### src/rtl/sr2dr_pkg.sv
// Shared encodings for the single-rail to dual-rail converter: spacer modes and FSM states.
// No logic; latency and backpressure are defined by the modules importing this package.
package sr2dr_pkg;

  localparam int SP_ALT  = 0;
  localparam int SP_ZERO = 1;
  localparam int SP_ONE  = 2;

  typedef enum logic {
    ST_SP = 1'b0,
    ST_CW = 1'b1
  } state_t;

  // Spacer polarity the bus comes out of reset with.
  function automatic logic reset_phase(input int mode);
    return (mode == SP_ONE);
  endfunction

endpackage

### src/rtl/sr2dr_altsp_bus_alt_spgen.sv
// Spacer polarity generator: sp_next is the polarity the next spacer will use, sp_phase updates with it.
// Advances one step per adv strobe; no backpressure.
module alt_spgen
  import sr2dr_pkg::*;
#(
  parameter int SP_MODE = SP_ALT
) (
  input  logic C,
  input  logic R,
  input  logic adv,
  output logic sp_phase,
  output logic sp_next
);

  localparam logic RST_PH = reset_phase(SP_MODE);

  always_comb begin
    sp_next = sp_phase;
    if (adv) begin
      if (SP_MODE == SP_ALT) sp_next = ~sp_phase;
      else                   sp_next = RST_PH;
    end
  end

  always_ff @(posedge C) begin
    if (R) sp_phase <= RST_PH;
    else   sp_phase <= sp_next;
  end

endmodule

### src/rtl/sr2dr_altsp_bus.sv
// Single-rail to dual-rail return-to-spacer bus driver; word reaches dr_1/dr_0 one cycle after accept.
// in_ready drops while a codeword is outstanding or the receiver ack is still high.
module sr2dr_altsp_bus
  import sr2dr_pkg::*;
#(
  parameter int WIDTH   = 8,
  parameter int SP_MODE = SP_ALT,
  parameter int CNT_W   = 16
) (
  input  logic             C,
  input  logic             R,
  input  logic             in_valid,
  output logic             in_ready,
  input  logic [WIDTH-1:0] in_data,
  output logic [WIDTH-1:0] dr_1,
  output logic [WIDTH-1:0] dr_0,
  input  logic             ack,
  output logic             sp_phase,
  output logic [CNT_W-1:0] cw_cnt,
  output logic             err
);

  localparam logic RST_PH = reset_phase(SP_MODE);

  state_t state, state_nxt;
  logic   ack_q;
  logic   accept;
  logic   cw_done;
  logic   sp_next;

  assign in_ready = (state == ST_SP) && !ack && !R;
  assign accept   = in_valid && in_ready;
  assign cw_done  = (state == ST_CW) && ack;

  always_comb begin
    state_nxt = state;
    case (state)
      ST_SP:   if (accept) state_nxt = ST_CW;
      ST_CW:   if (ack)    state_nxt = ST_SP;
      default: state_nxt = ST_SP;
    endcase
  end

  alt_spgen #(
    .SP_MODE (SP_MODE)
  ) u_spgen (
    .C        (C),
    .R        (R),
    .adv      (cw_done),
    .sp_phase (sp_phase),
    .sp_next  (sp_next)
  );

  // dr_1/dr_0 change only on accept or on codeword completion, so every step is spacer<->codeword.
  always_ff @(posedge C) begin
    if (R) begin
      state  <= ST_SP;
      ack_q  <= 1'b0;
      err    <= 1'b0;
      cw_cnt <= '0;
      dr_1   <= {WIDTH{RST_PH}};
      dr_0   <= {WIDTH{RST_PH}};
    end else begin
      state <= state_nxt;
      ack_q <= ack;
      if ((state == ST_SP) && ack && !ack_q) err <= 1'b1;
      if (cw_done) begin
        cw_cnt <= cw_cnt + CNT_W'(1);
        dr_1   <= {WIDTH{sp_next}};
        dr_0   <= {WIDTH{sp_next}};
      end else if (accept) begin
        dr_1 <= in_data;
        dr_0 <= ~in_data;
      end
    end
  end

endmodule
### config.mk
export PLATFORM = sky130hd
export DESIGN_NAME = sr2dr_altsp_bus
export DESIGN_NICKNAME = d
export VERILOG_FILES = /design/src/rtl/sr2dr_pkg.sv /design/src/rtl/sr2dr_altsp_bus_alt_spgen.sv /design/src/rtl/sr2dr_altsp_bus.sv
export SDC_FILE = /design/constraint.sdc
export NUM_CORES = 1
export LEC_CHECK = 0
export ABC_AREA = 1
export BUFFER_PORTS_ARGS = -buffer_cell sky130_fd_sc_hd__buf_4
export CELL_PAD_IN_SITES_DETAIL_PLACEMENT = 0
export CELL_PAD_IN_SITES_GLOBAL_PLACEMENT = 2
export CORE_ASPECT_RATIO = 0.5
export CORE_MARGIN = 5
export CORE_UTILIZATION = 28
export CTS_CLUSTER_DIAMETER = 100
export DETAILED_ROUTE_END_ITERATION = 12
export PLACE_DENSITY_LB_ADDON = 0.1
export SLEW_MARGIN = 5
export SYNTH_ARGS = -nofsm -noshare
export SYNTH_HDL_FRONTEND = slang
export SYNTH_SLANG_ARGS = --single-unit
### constraint.sdc
create_clock -name C -period 1.46 [get_ports C]
set_input_delay 0.292 -clock C [delete_from_list [all_inputs] [get_ports C]]
set_output_delay 0.292 -clock C [all_outputs]
set_load 0.01 [all_outputs]
==> impl_results.md, run 1 <==
- Status: finished clean
- Global-route usage over all layers: 0.122
- Max Cap Viol: 0
- Synth top area cells: dfxtp_1 44%, nor2_1 9.7%, nand2_1 6.0%, o21ai_0 5.2%, inv_1 5.1%
- Routed vias: between 1,500 and 2,000
- Post-synth net total: roughly 230
- Fin crit share: 0.936
- Final TNS setup: 0 ns
- HP Start: in_valid
- R2r setup slk: between 0.09 and 0.1 ns
- Tightest Pin Transition: roughly 0.3 ns
- Io pins: 47
- Fin crit period: ~1.4 ns
- GR Layer Usage met3: 0.0476
- Peak Freq: 732 MHz
- Final hold vios: 0
- FF+latch count, synth: 36
- First-pass GRT wire length: approximately 7500 um
- Yosys cell types: 27
- HPWL after DPL: 3400 um
- Seq pwr share: 0.422
- Number of diodes: 0
- Worst endpoint data arrival time: 1.53 ns
- Mean area per synthesized cell: ~7.6 um^2
- Hold slack: roughly 0.27 ns
- Type of the tightest min-delay check: primary input to flop
- Post-synth EDFFs: 0
- Clock Path Buffers: 2
- Worst rel slew slack: 0.797
- Layout area overhead: 39.1%
- Gr ovfl total: 0
- Antenna-violating nets left: 0
- Number of global-route vias before repair: approximately 1,600
- CTS buffer count: 5
- Slew Viols, Final: 0
- Initial DRC Count: 37
- Critical-path cell list: ha_1 > nand2_1 > nor2_2 > buf_4 > nand4_1 > nor2_1 > nor3b_2
- Cell taking the most area after synthesis: dfxtp_1
- Synth async-reset ratio: 0
- Drt total wl: roughly 4400 um
- Clk pin slew, worst setup/hold paths: 0.06 ns
- Final setup viols: 0
- Combinational Power Share: 0.097
- CTS tree: built
- Post-CTS Hold Fix Bufs: 0
- Most common cell in the netlist: nor2_1
- RSZ-0062 raised after global routing: true
- Die width: between 100 and 150 um
- Crit-path max FO: 4
- Clk_lat worst skew: about 0.27 ns
- Met2 usage: 0.198
- Critical path's largest stage delay: 0.36 ns
- Core ar.: roughly 5600 um^2
- Vias per cell: approximately 4.5
- CP endpoint kind: flop
- Worst EP required: 1.62 ns
- Largest net degree at the start of global routing: 20
- Slowest cell on the critical path: dfxtp_2
- Final clock skew: about 0.0029 ns
- Launch point of the worst path: cw_cnt[0]$_SDFFE_PP0P_
- Synth top cells by count: 42 x nor2_1, 36 x dfxtp_1, 26 x nand2_1, 22 x inv_1, 17 x o21ai_0
- Main synth FF type: dfxtp_1
- Die Area: around 7500 um^2
- CP Class: flop to flop
- Die H: approximately 64 um
- Startpoint types: flop
- GRT Max-Usage Layer: met2
- Drt drc: 0
- Clock Power Share: 0.481
- Share of the synthesized area in the top cell type: 0.444
- Maximum VDD drop: roughly 0.42 mV
- Sinks on Clock Net: 36
- RePlAce Congestion: about 0.78
- Finished Core Util: 0.406
- Mapped Area: approximately 1600 um^2
- Port-buffer cells: 46
- Inst Count DP: between 300 and 400
- Starting Density: 0.292
- FP Rows: 19
- Fin cells: between 300 and 400
- Sw Ratio: 0.217
- Share of post-route cells with drive strength above 1: 0.338
- P per Cell Area: approximately 1100 nW/um^2
- YS warnings: 0
- Met1 Track Usage GR: 0.151
- Psw: 0.540 mW
- Cells after Synth: ~210
- TritonRoute pass-1 iters: 4
- Leakage power: a little under 1 nW
- Root Buffer: clkbuf_16
- WL per Instance: roughly 13 um
- Register area share after synthesis: 0.444
- Post-CTS Setup Bufs: 0
- Post-layout net count: around 280
- Clock H-tree levels: 2
- Reg-to-reg startpoint: cw_cnt[0]$_SDFFE_PP0P_
- Pint: 1.94 mW
- Initial antenna violation count: 0
## sequential cells by signal (all words and copies together), names as in the netlist
name / count
ack_q: 1
cw_cnt: 16
dr_0: 8
dr_1: 8
err: 1
state: 1
u_spgen.sp_phase: 1
## per-stage QoR
step | power, mW | setup slack [ns] | cell area, um^2
6_report | 2.48 | 0.0936 | 2260
4_1_cts | 2.53 | 0.0366 | 2240
3_5_place_dp | 1.31 | 0.00909 | 2080
3_3_place_gp | 1.31 | 0.0478 | 2080
2_1_floorplan | 1.20 | 0.141 | 1620
5_1_grt | 2.61 | -0.0458 | 2260
## cells by family after synthesis
kind of cell / Yosys count / share of synthesized area
fa+ha+maj: 1 / 0.00770
flops: 36 / 0.444
compound gates: 41 / 0.143
xor+xnor: 3 / 0.0162
buf+inv: 29 / 0.0878
simple gates: 104 / 0.301
## timing repair
item                                   CTS  global route
endpoints found under the hold margin    0             0
resized for setup                        1             5
pin swaps                                0             1
setup endpoints to repair                1             4
## layout make-up
class	count	area, um^2
multi-input cells	149	778
clock buffers	6	129
clock inverters	2	35.0
fillers	604	3300
well taps	73	91.3
flip-flops and latches	36	723
repair buffers	55	413
inverters	24	90.1
## power groups by stage
stage | Combinational [mW] | Clock [mW] | Sequential, mW
floorplan | 0.117 | 0 | 1.08
global placement | 0.243 | 0 | 1.07
detailed placement | 0.246 | 0 | 1.07
CTS | 0.247 | 1.23 | 1.05
global route | 0.269 | 1.29 | 1.05
finish | 0.241 | 1.19 | 1.05
## cell usage in the layout (no fill, tap or decap), types with 2 or more instances in the layout
master      n
nand2_4     2
nor2_4      3
inv_2       2
dfxtp_2     2
nor3_1      5
nor3_2      2
or2_2       4
nand4_1     2
o21ai_2     4
nand3_1    10
inv_1      22
a21oi_2     2
nand2_2     2
o21ai_0    17
buf_4      55
nand2_1    26
nor2_1     41
a21oi_1    15
clkbuf_16   5
xor2_1      3
dfxtp_1    34
nor2_2      5
## metal layers
layer | up-vias | share of wire
li1 | 804 | -
met1 | 697 | 0.47
met2 | 36 | 0.45
met3 | 4 | 0.068
met4 | 0 | 0.0076
met5 | - | 0
## final timing paths
kind	to	cells after the start
max	cw_cnt[8]$_SDFFE_PP0P_	7
min	state$_SDFF_PP0_	3
max reg2reg	cw_cnt[8]$_SDFFE_PP0P_	7
min reg2reg	dr_0[4]$_SDFFE_PP0P_	2
## worst max-delay path, delay by kind of cell (launching register included)
kind	cells	cell delay, ns
simple gates	5	0.59
fa+ha+maj	1	0.18
buf+inv	1	0.14
flops	1	0.36
Note: power is estimated with default switching activity, not from simulation.
==> run 2: changes to the inputs <==
--- a/config.mk
+++ b/config.mk
@@ -5,7 +5,6 @@
 export SDC_FILE = /design/constraint.sdc
 export NUM_CORES = 1
 export LEC_CHECK = 0
-export ABC_AREA = 1
 export BUFFER_PORTS_ARGS = -buffer_cell sky130_fd_sc_hd__buf_4
 export CELL_PAD_IN_SITES_DETAIL_PLACEMENT = 0
 export CELL_PAD_IN_SITES_GLOBAL_PLACEMENT = 2
@@ -14,6 +13,7 @@
 export CORE_UTILIZATION = 28
 export CTS_CLUSTER_DIAMETER = 100
 export DETAILED_ROUTE_END_ITERATION = 12
+export MAX_ROUTING_LAYER = met4
 export PLACE_DENSITY_LB_ADDON = 0.1
 export SLEW_MARGIN = 5
 export SYNTH_ARGS = -nofsm -noshare
==> run 2 against run 1 <==
Against the previous run: area after synthesis shrank 12%; synthesized cell count fell by 27%; worst setup slack worse by 0.026 ns; highest routed layer unchanged.
==> impl_results.md, run 2 <==
- FP Rows: 18 (was 19)
- Antenna-violating nets left: 0 (unchanged)
- CTS buffer count: 5 (unchanged)
- Most flop-heavy register: cw_cnt (unchanged)
- Cell area after placement: 2010 um^2 (was 2080 um^2)
- Slew Viols, Final: 0 (unchanged)
- Fin crit period: 1.39 ns (was 1.37 ns)
- Max Cap Viol: 0 (unchanged)
- Synth async-reset ratio: 0 (unchanged)
- Layout area overhead: 47.7% (was 39.1%)
- Pre-CTS setup slack: 0.0349 ns (was 0.00909 ns)
- CTS tree: built (unchanged)
- Gr ovfl total: 0 (unchanged)
- Synth top cells by count: 36 x dfxtp_1, 23 x a21oi_1, 19 x nand2_1, 17 x nor2_1, 9 x xor2_1 (was 42 x nor2_1, 36 x dfxtp_1, 26 x nand2_1, 22 x inv_1, 17 x o21ai_0)
- Share of post-route cells with drive strength above 1: 0.391 (was 0.338)
- Final setup margin: 0.0678 ns (was 0.0936 ns)
- Reg2Reg Depth: 4 (was 7)
- Port-buffer cells: 46 (unchanged)
- Most common cell in the netlist: dfxtp_1 (was nor2_1)
- Main synth FF type: dfxtp_1 (unchanged)
- Io pins: 47 (unchanged)
- Drt drc: 0 (unchanged)
- Final clock skew: 0.00314 ns (was 0.00288 ns)
- Clock Path Buffers: 2 (unchanged)
- R2r setup slk: 0.07 ns (was 0.09 ns)
- Final TNS setup: 0 ns (unchanged)
- Largest registers: cw_cnt x16, dr_0 x8, dr_1 x8 (unchanged)
- Hold slack: 0.235 ns (was 0.267 ns)
- Most frequent cells in the layout: 65 x buf_4, 30 x dfxtp_1, 23 x a21oi_1 (was 55 x buf_4, 41 x nor2_1, 34 x dfxtp_1)
- Reg-to-reg endpoint: cw_cnt[11]$_SDFFE_PP0P_ (was cw_cnt[8]$_SDFFE_PP0P_)
- Register area share after synthesis: 0.503 (was 0.444)
- Worst rel slew slack: 0.788 (was 0.797)
- Hold path cells: 2 (was 3)
- Post-layout net count: 238 (was 284)
- Maximum VDD drop: 0.519 mV (was 0.418 mV)
- Fin crit share: 0.954 (was 0.936)
- Startpoint types: flop (unchanged)
- WL per Instance: 12.4 um (was 12.6 um)
- Initial antenna violation count: 0 (unchanged)
- Number of global-route vias before repair: 1,259 (was 1,616)
- Mapped Area: 1430 um^2 (was 1620 um^2)
- Sinks on Clock Net: 36 (unchanged)
- Reg-to-reg startpoint: cw_cnt[4]$_SDFFE_PP0P_ (was cw_cnt[0]$_SDFFE_PP0P_)
- RSZ-0062 raised after global routing: false (was true)
- Type of the tightest min-delay check: primary input to flop (unchanged)
- Die H: 60.6 um (was 63.9 um)
- Tightest Pin Transition: 0.317 ns (was 0.304 ns)
- Routed vias: 1,306 (was 1,541)
- HPWL after DPL: 2680 um (was 3400 um)
- Final hold vios: 0 (unchanged)
- Initial DRC Count: 34 (was 37)
- CP endpoint kind: flop (unchanged)
- Vias per cell: 4.43 (was 4.47)
- Most common cell after layout, fill and taps aside: buf_4 (unchanged)
- Final setup viols: 0 (unchanged)
- Post-synth net total: 170 (was 227)
- Max reg flops: 16 (unchanged)
- Core ar.: 4930 um^2 (was 5560 um^2)
- Crit-path max FO: 5 (was 4)
- Largest net degree at the start of global routing: 19 (was 20)
- Cells after Synth: 157 (was 214)
- Yosys cell types: 31 (was 27)
- Global-route usage over all layers: 0.117 (was 0.122)
- CP Class: flop to flop (unchanged)
- Post-synth EDFFs: 0 (unchanged)
- Drt total wl: 3670 um (was 4360 um)
- Worst EP required: 1.63 ns (was 1.62 ns)
- Status: finished clean (unchanged)
- TritonRoute pass-1 iters: 4 (unchanged)
- Hold EP: ack_q$_SDFF_PP0_ (was state$_SDFF_PP0_)
- Die width: 111 um (was 118 um)
- Root Buffer: clkbuf_8 (was clkbuf_16)
- Finished Core Util: 0.429 (was 0.406)
- Starting Density: 0.290 (was 0.292)
- Share of the synthesized area in the top cell type: 0.503 (was 0.444)
- Clk_lat worst skew: 0.28 ns (was 0.27 ns)
- FF+latch count, synth: 36 (unchanged)
- Leakage power: 0.930 nW (was 0.965 nW)
- YS warnings: 0 (unchanged)
- First-pass GRT wire length: 5980 um (was 7540 um)
- Clk pin slew, worst setup/hold paths: 0.07 ns (was 0.06 ns)
- HP Start: R (was in_valid)
- Final Instance Area: 2120 um^2 (was 2260 um^2)
- RePlAce Congestion: 0.758 (was 0.784)
- Worst endpoint data arrival time: 1.56 ns (was 1.53 ns)
- Clock H-tree levels: 2 (unchanged)
- Mean area per synthesized cell: 9.12 um^2 (was 7.59 um^2)
- Die Area: 6730 um^2 (was 7520 um^2)
- Cell taking the most area after synthesis: dfxtp_1 (unchanged)
- P per Cell Area: 908 nW/um^2 (was 1100 nW/um^2)
- Synth top area cells: dfxtp_1 50%, a21oi_1 8.0%, xor2_1 5.5%, nand2_1 5.0%, nor2_1 4.5% (was dfxtp_1 44%, nor2_1 9.7%, nand2_1 6.0%, o21ai_0 5.2%, inv_1 5.1%)
- Number of diodes: 0 (unchanged)
- Peak Freq: 718 MHz (was 732 MHz)
==> run 2: worst max-delay path by stage <==
stage                      startpoint                      end
2_1_floorplan  cw_cnt[4]$_SDFFE_PP0P_  cw_cnt[11]$_SDFFE_PP0P_
3_3_place_gp                      ack  cw_cnt[11]$_SDFFE_PP0P_
3_5_place_dp                      ack  cw_cnt[11]$_SDFFE_PP0P_
4_1_cts        cw_cnt[0]$_SDFFE_PP0P_  cw_cnt[14]$_SDFFE_PP0P_
5_1_grt              state$_SDFF_PP0_                 in_ready
6_report       cw_cnt[4]$_SDFFE_PP0P_  cw_cnt[11]$_SDFFE_PP0P_
==> run 2: through the flow <==
step                      power [mW]  instances
after floorplan                 1.16        157
after global placement          1.28        286
after detailed placement        1.28        286
after CTS                       1.96        293
after global routing            2.03        295
final                           1.92        295
==> run 2: kinds of logic after synthesis <==
kind of cell	count (synthesis)	synth area share
flops	36	0.503
fa+ha+maj	1	0.00873
simple gates	64	0.245
xor+xnor	10	0.0611
compound gates	37	0.136
buf+inv	6	0.0192
mux	3	0.0262
==> run 2: power breakdown <==
group	switching (mW)	internal, mW
Sequential	0.0191	1.02
Combinational	0.104	0.111
Clock	0.343	0.325
==> run 2: layout make-up <==
cell class                      instances  area [um^2]
Clock buffer                            6         72.6
Clock inverter                          1         5.00
Fill cell                             520         2820
Multi-Input combinational cell        115          694
Sequential cell                        36          728
Tap cell                               70         87.6
Timing Repair Buffer                   67          528
==> run 2: worst max-delay path: stages (launching register included) <==
cell     delay [ns]
dfxtp_2        0.33
and4_4         0.22
and4_4         0.26
and3_1         0.16
mux2_1         0.31
==> run 2: what timing repair did <==
| item | CTS | global route |
|---|---|---|
| setup endpoints to repair | 1 | 3 |
| pin swaps | 0 | 2 |
| gates resized for setup | 1 | 3 |
| hold buffers | 0 | 0 |
| buffers inserted | 0 | 2 |
==> run 2: metal layers <==
layer | track usage | up-vias | share of wire
li1 | - | 682 | -
met1 | 0.143 | 594 | 0.52
met2 | 0.189 | 26 | 0.43
met3 | 0.0408 | 4 | 0.047
met4 | 0.0312 | 0 | 0.0074
met5 | - | - | 0
==> run 3: changes to the inputs <==
--- a/config.mk
+++ b/config.mk
@@ -10,7 +10,7 @@
 export CELL_PAD_IN_SITES_GLOBAL_PLACEMENT = 2
 export CORE_ASPECT_RATIO = 0.5
 export CORE_MARGIN = 5
-export CORE_UTILIZATION = 28
+export CORE_UTILIZATION = 30
 export CTS_CLUSTER_DIAMETER = 100
 export DETAILED_ROUTE_END_ITERATION = 12
 export MAX_ROUTING_LAYER = met4
==> constraint.sdc (replaced) <==
create_clock -name C -period 1.7 [get_ports C]
set_input_delay 0.34 -clock C [delete_from_list [all_inputs] [get_ports C]]
set_output_delay 0.34 -clock C [all_outputs]
set_load 0.01 [all_outputs]
==> run 3 against run 2 <==
Against the previous run: first-iteration DRC count increased by 18%; highest routed layer unchanged; via count is 4.0% lower; design area shrank 4.9%; clock-buffer cell count up 1; worst hold slack better by 0.057 ns; clock skew is 0.0043 ns higher; critical path type unchanged; combinational power shrank 21%.
==> impl_results.md, run 3 (synthesized netlist as in run 2, its figures left out) <==
- Status: finished clean (unchanged)
- R2r setup slk: 0.15 ns (was 0.07 ns)
- Clock Path Buffers: 2 (unchanged)
- Maximum VDD drop: 0.384 mV (was 0.519 mV)
- Final clock skew: 0.00746 ns (was 0.00314 ns)
- First-pass GRT wire length: 6070 um (was 5980 um)
- Clk_lat worst skew: 0.29 ns (was 0.28 ns)
- CP endpoint: cw_cnt[11]$_SDFFE_PP0P_ (unchanged)
- CTS tree: built (unchanged)
- P per Cell Area: 940 nW/um^2 (was 908 nW/um^2)
- CP Class: flop to flop (unchanged)
- Peak Freq: 647 MHz (was 718 MHz)
- Fin crit share: 0.910 (was 0.954)
- Tightest Pin Transition: 0.365 ns (was 0.317 ns)
- Vias per cell: 4.51 (was 4.43)
- Most common cell after layout, fill and taps aside: buf_4 (unchanged)
- CTS buffer count: 5 (unchanged)
- Sinks on Clock Net: 36 (unchanged)
- Number of global-route vias before repair: 1,224 (was 1,259)
- Slowest cell on the critical path: dfxtp_1 (was dfxtp_2)
- Launch point of the worst path: cw_cnt[5]$_SDFFE_PP0P_ (was cw_cnt[4]$_SDFFE_PP0P_)
- Layout area overhead: 40.4% (was 47.7%)
- Final TNS setup: 0 ns (unchanged)
- Initial DRC Count: 40 (was 34)
- RePlAce Congestion: 0.761 (was 0.758)
- Final setup margin: 0.154 ns (was 0.0678 ns)
- CP bufs+invs: 0 (unchanged)
- FP Rows: 17 (was 18)
- Initial antenna violation count: 0 (unchanged)
- Worst endpoint data arrival time: 1.72 ns (was 1.56 ns)
- Number of diodes: 0 (unchanged)
- Critical path depth: 4 (unchanged)
- Area of the multi-input gates: 684 um^2 (was 694 um^2)
- Clock H-tree levels: 2 (unchanged)
- Met1 Track Usage GR: 0.169 (was 0.143)
- Most frequent CP cell: and4_4 (unchanged)
- Slew Viols, Final: 0 (unchanged)
- Share of post-route cells with drive strength above 1: 0.321 (was 0.391)
- Port-buffer cells: 46 (unchanged)
- Antenna-violating nets left: 0 (unchanged)
- Drt total wl: 3590 um (was 3670 um)
- Global-route usage over all layers: 0.126 (was 0.117)
- Met2 usage: 0.176 (was 0.189)
- Critical path's largest stage delay: 0.40 ns (was 0.33 ns)
- Io pins: 47 (unchanged)
- Reg2Reg Depth: 4 (unchanged)
- Leakage power: 0.868 nW (was 0.930 nW)
- CP endpoint kind: flop (unchanged)
- Starting Density: 0.318 (was 0.290)
- Clk pin slew, worst setup/hold paths: 0.07 ns (about the same)
- Final setup viols: 0 (unchanged)
- Most frequent cells in the layout: 53 x buf_4, 36 x dfxtp_1, 23 x a21oi_1 (was 65 x buf_4, 30 x dfxtp_1, 23 x a21oi_1)
- GR Layer Usage met3: 0.0460 (was 0.0408)
- Drt drc: 0 (unchanged)
- Die width: 108 um (was 111 um)
- HPWL after DPL: 2560 um (was 2680 um)
- Delay-heaviest family, CP: simple AND/OR/NAND/NOR gates (unchanged)
- Reg-to-reg endpoint: cw_cnt[11]$_SDFFE_PP0P_ (unchanged)
- Routed vias: 1,254 (was 1,306)
- Post-layout net count: 224 (was 238)
- Startpoint types: flop (unchanged)
- Post-CTS Resized: 0 (was 1)
- Core ar.: 4510 um^2 (was 4930 um^2)
- Fillers: 469 (was 520)
- Final Instance Area: 2010 um^2 (was 2120 um^2)
- Gr ovfl total: 0 (unchanged)
- RSZ-0062 raised after global routing: false (unchanged)
- GRT Max-Usage Layer: met2 (unchanged)
- TritonRoute pass-1 iters: 4 (unchanged)
- Pre-CTS setup slack: 0.170 ns (was 0.0349 ns)
- Cell area after placement: 1890 um^2 (was 2010 um^2)
- Critical-path cell list: and4_4 > and4_4 > and3_1 > mux2_1 (unchanged)
- Finished Core Util: 0.446 (was 0.429)
- Root Buffer: clkbuf_8 (unchanged)
- Max reg flops: 16 (unchanged)
- Die H: 58.9 um (was 60.6 um)
- Worst rel slew slack: 0.757 (was 0.788)
- Type of the tightest min-delay check: primary input to flop (unchanged)
- Largest net degree at the start of global routing: 18 (was 19)
- Reg area: 721 um^2 (was 728 um^2)
- WL per Instance: 12.9 um (was 12.4 um)
- Fin crit period: 1.55 ns (was 1.39 ns)
- Reg-to-reg startpoint: cw_cnt[5]$_SDFFE_PP0P_ (was cw_cnt[4]$_SDFFE_PP0P_)
- Largest registers: cw_cnt x16, dr_0 x8, dr_1 x8 (unchanged)
- Die Area: 6340 um^2 (was 6730 um^2)
- Most flop-heavy register: cw_cnt (unchanged)
- Max Cap Viol: 0 (unchanged)
- Final hold vios: 0 (unchanged)
- Crit-path max FO: 5 (unchanged)
- Hold path cells: 2 (unchanged)
- Worst EP required: 1.87 ns (was 1.63 ns)
- Post-CTS Hold Fix Bufs: 0 (unchanged)
- Post-CTS Setup Bufs: 0 (unchanged)
[run 3: cell types whose count changed in the layout (fill, tap and decap cells not counted), sizes merged]
| cell | delta |
|---|---|
| buf | -14 |
| bufinv | +1 |
| clkbuf | +1 |
| clkinv | -1 |
[run 3: worst min-delay path by stage]
stage,start,end,slack [ns]
after floorplan,ack,state$_SDFF_PP0_,0.42
after global placement,dr_1[5]$_SDFFE_PP0P_,dr_1[5]$_SDFFE_PP0P_,0.45
after detailed placement,dr_1[7]$_SDFFE_PP0P_,dr_1[7]$_SDFFE_PP0P_,0.45
after CTS,ack,state$_SDFF_PP0_,0.28
after global routing,ack,state$_SDFF_PP0_,0.29
final,ack,state$_SDFF_PP0_,0.29
[run 3: layout make-up]
type / count / share of cell area
repair buffers: 53 / 0.198
multi-input cells: 115 / 0.340
flip-flops and latches: 36 / 0.358
well taps: 66 / 0.0410
clock inverters: 1 / 0.0149
clock buffers: 7 / 0.0479
[run 3: through the flow]
stage                     cells  hold WS (ns)  power, mW
final                       278         0.292       1.89
after global routing        278         0.294       1.98
after CTS                   278         0.284       1.92
after detailed placement    270         0.446       1.08
after global placement      270         0.447       1.08
after floorplan             157         0.419      0.993
[run 3: layer usage]
metal  vias up  wire length [um]
met5         -                 0
met4         0                35
met3         7               231
met2        32              1550
met1       561              1770
li1        654                 -
[run 3: report_power, final]
part           internal [mW]  total, mW  switching [mW]
registers              0.875      0.894          0.0192
logic                 0.0853      0.169          0.0836
clock network          0.518      0.829           0.311
total                   1.48       1.89           0.414
[run 3: worst register-to-register path: cells and delay by family, from the launching register on]
| family | cells | cell delay, ns |
|---|---|---|
| AND/OR/NAND/NOR | 3 | 0.72 |
| flip-flops | 1 | 0.40 |
| multiplexers | 1 | 0.31 |
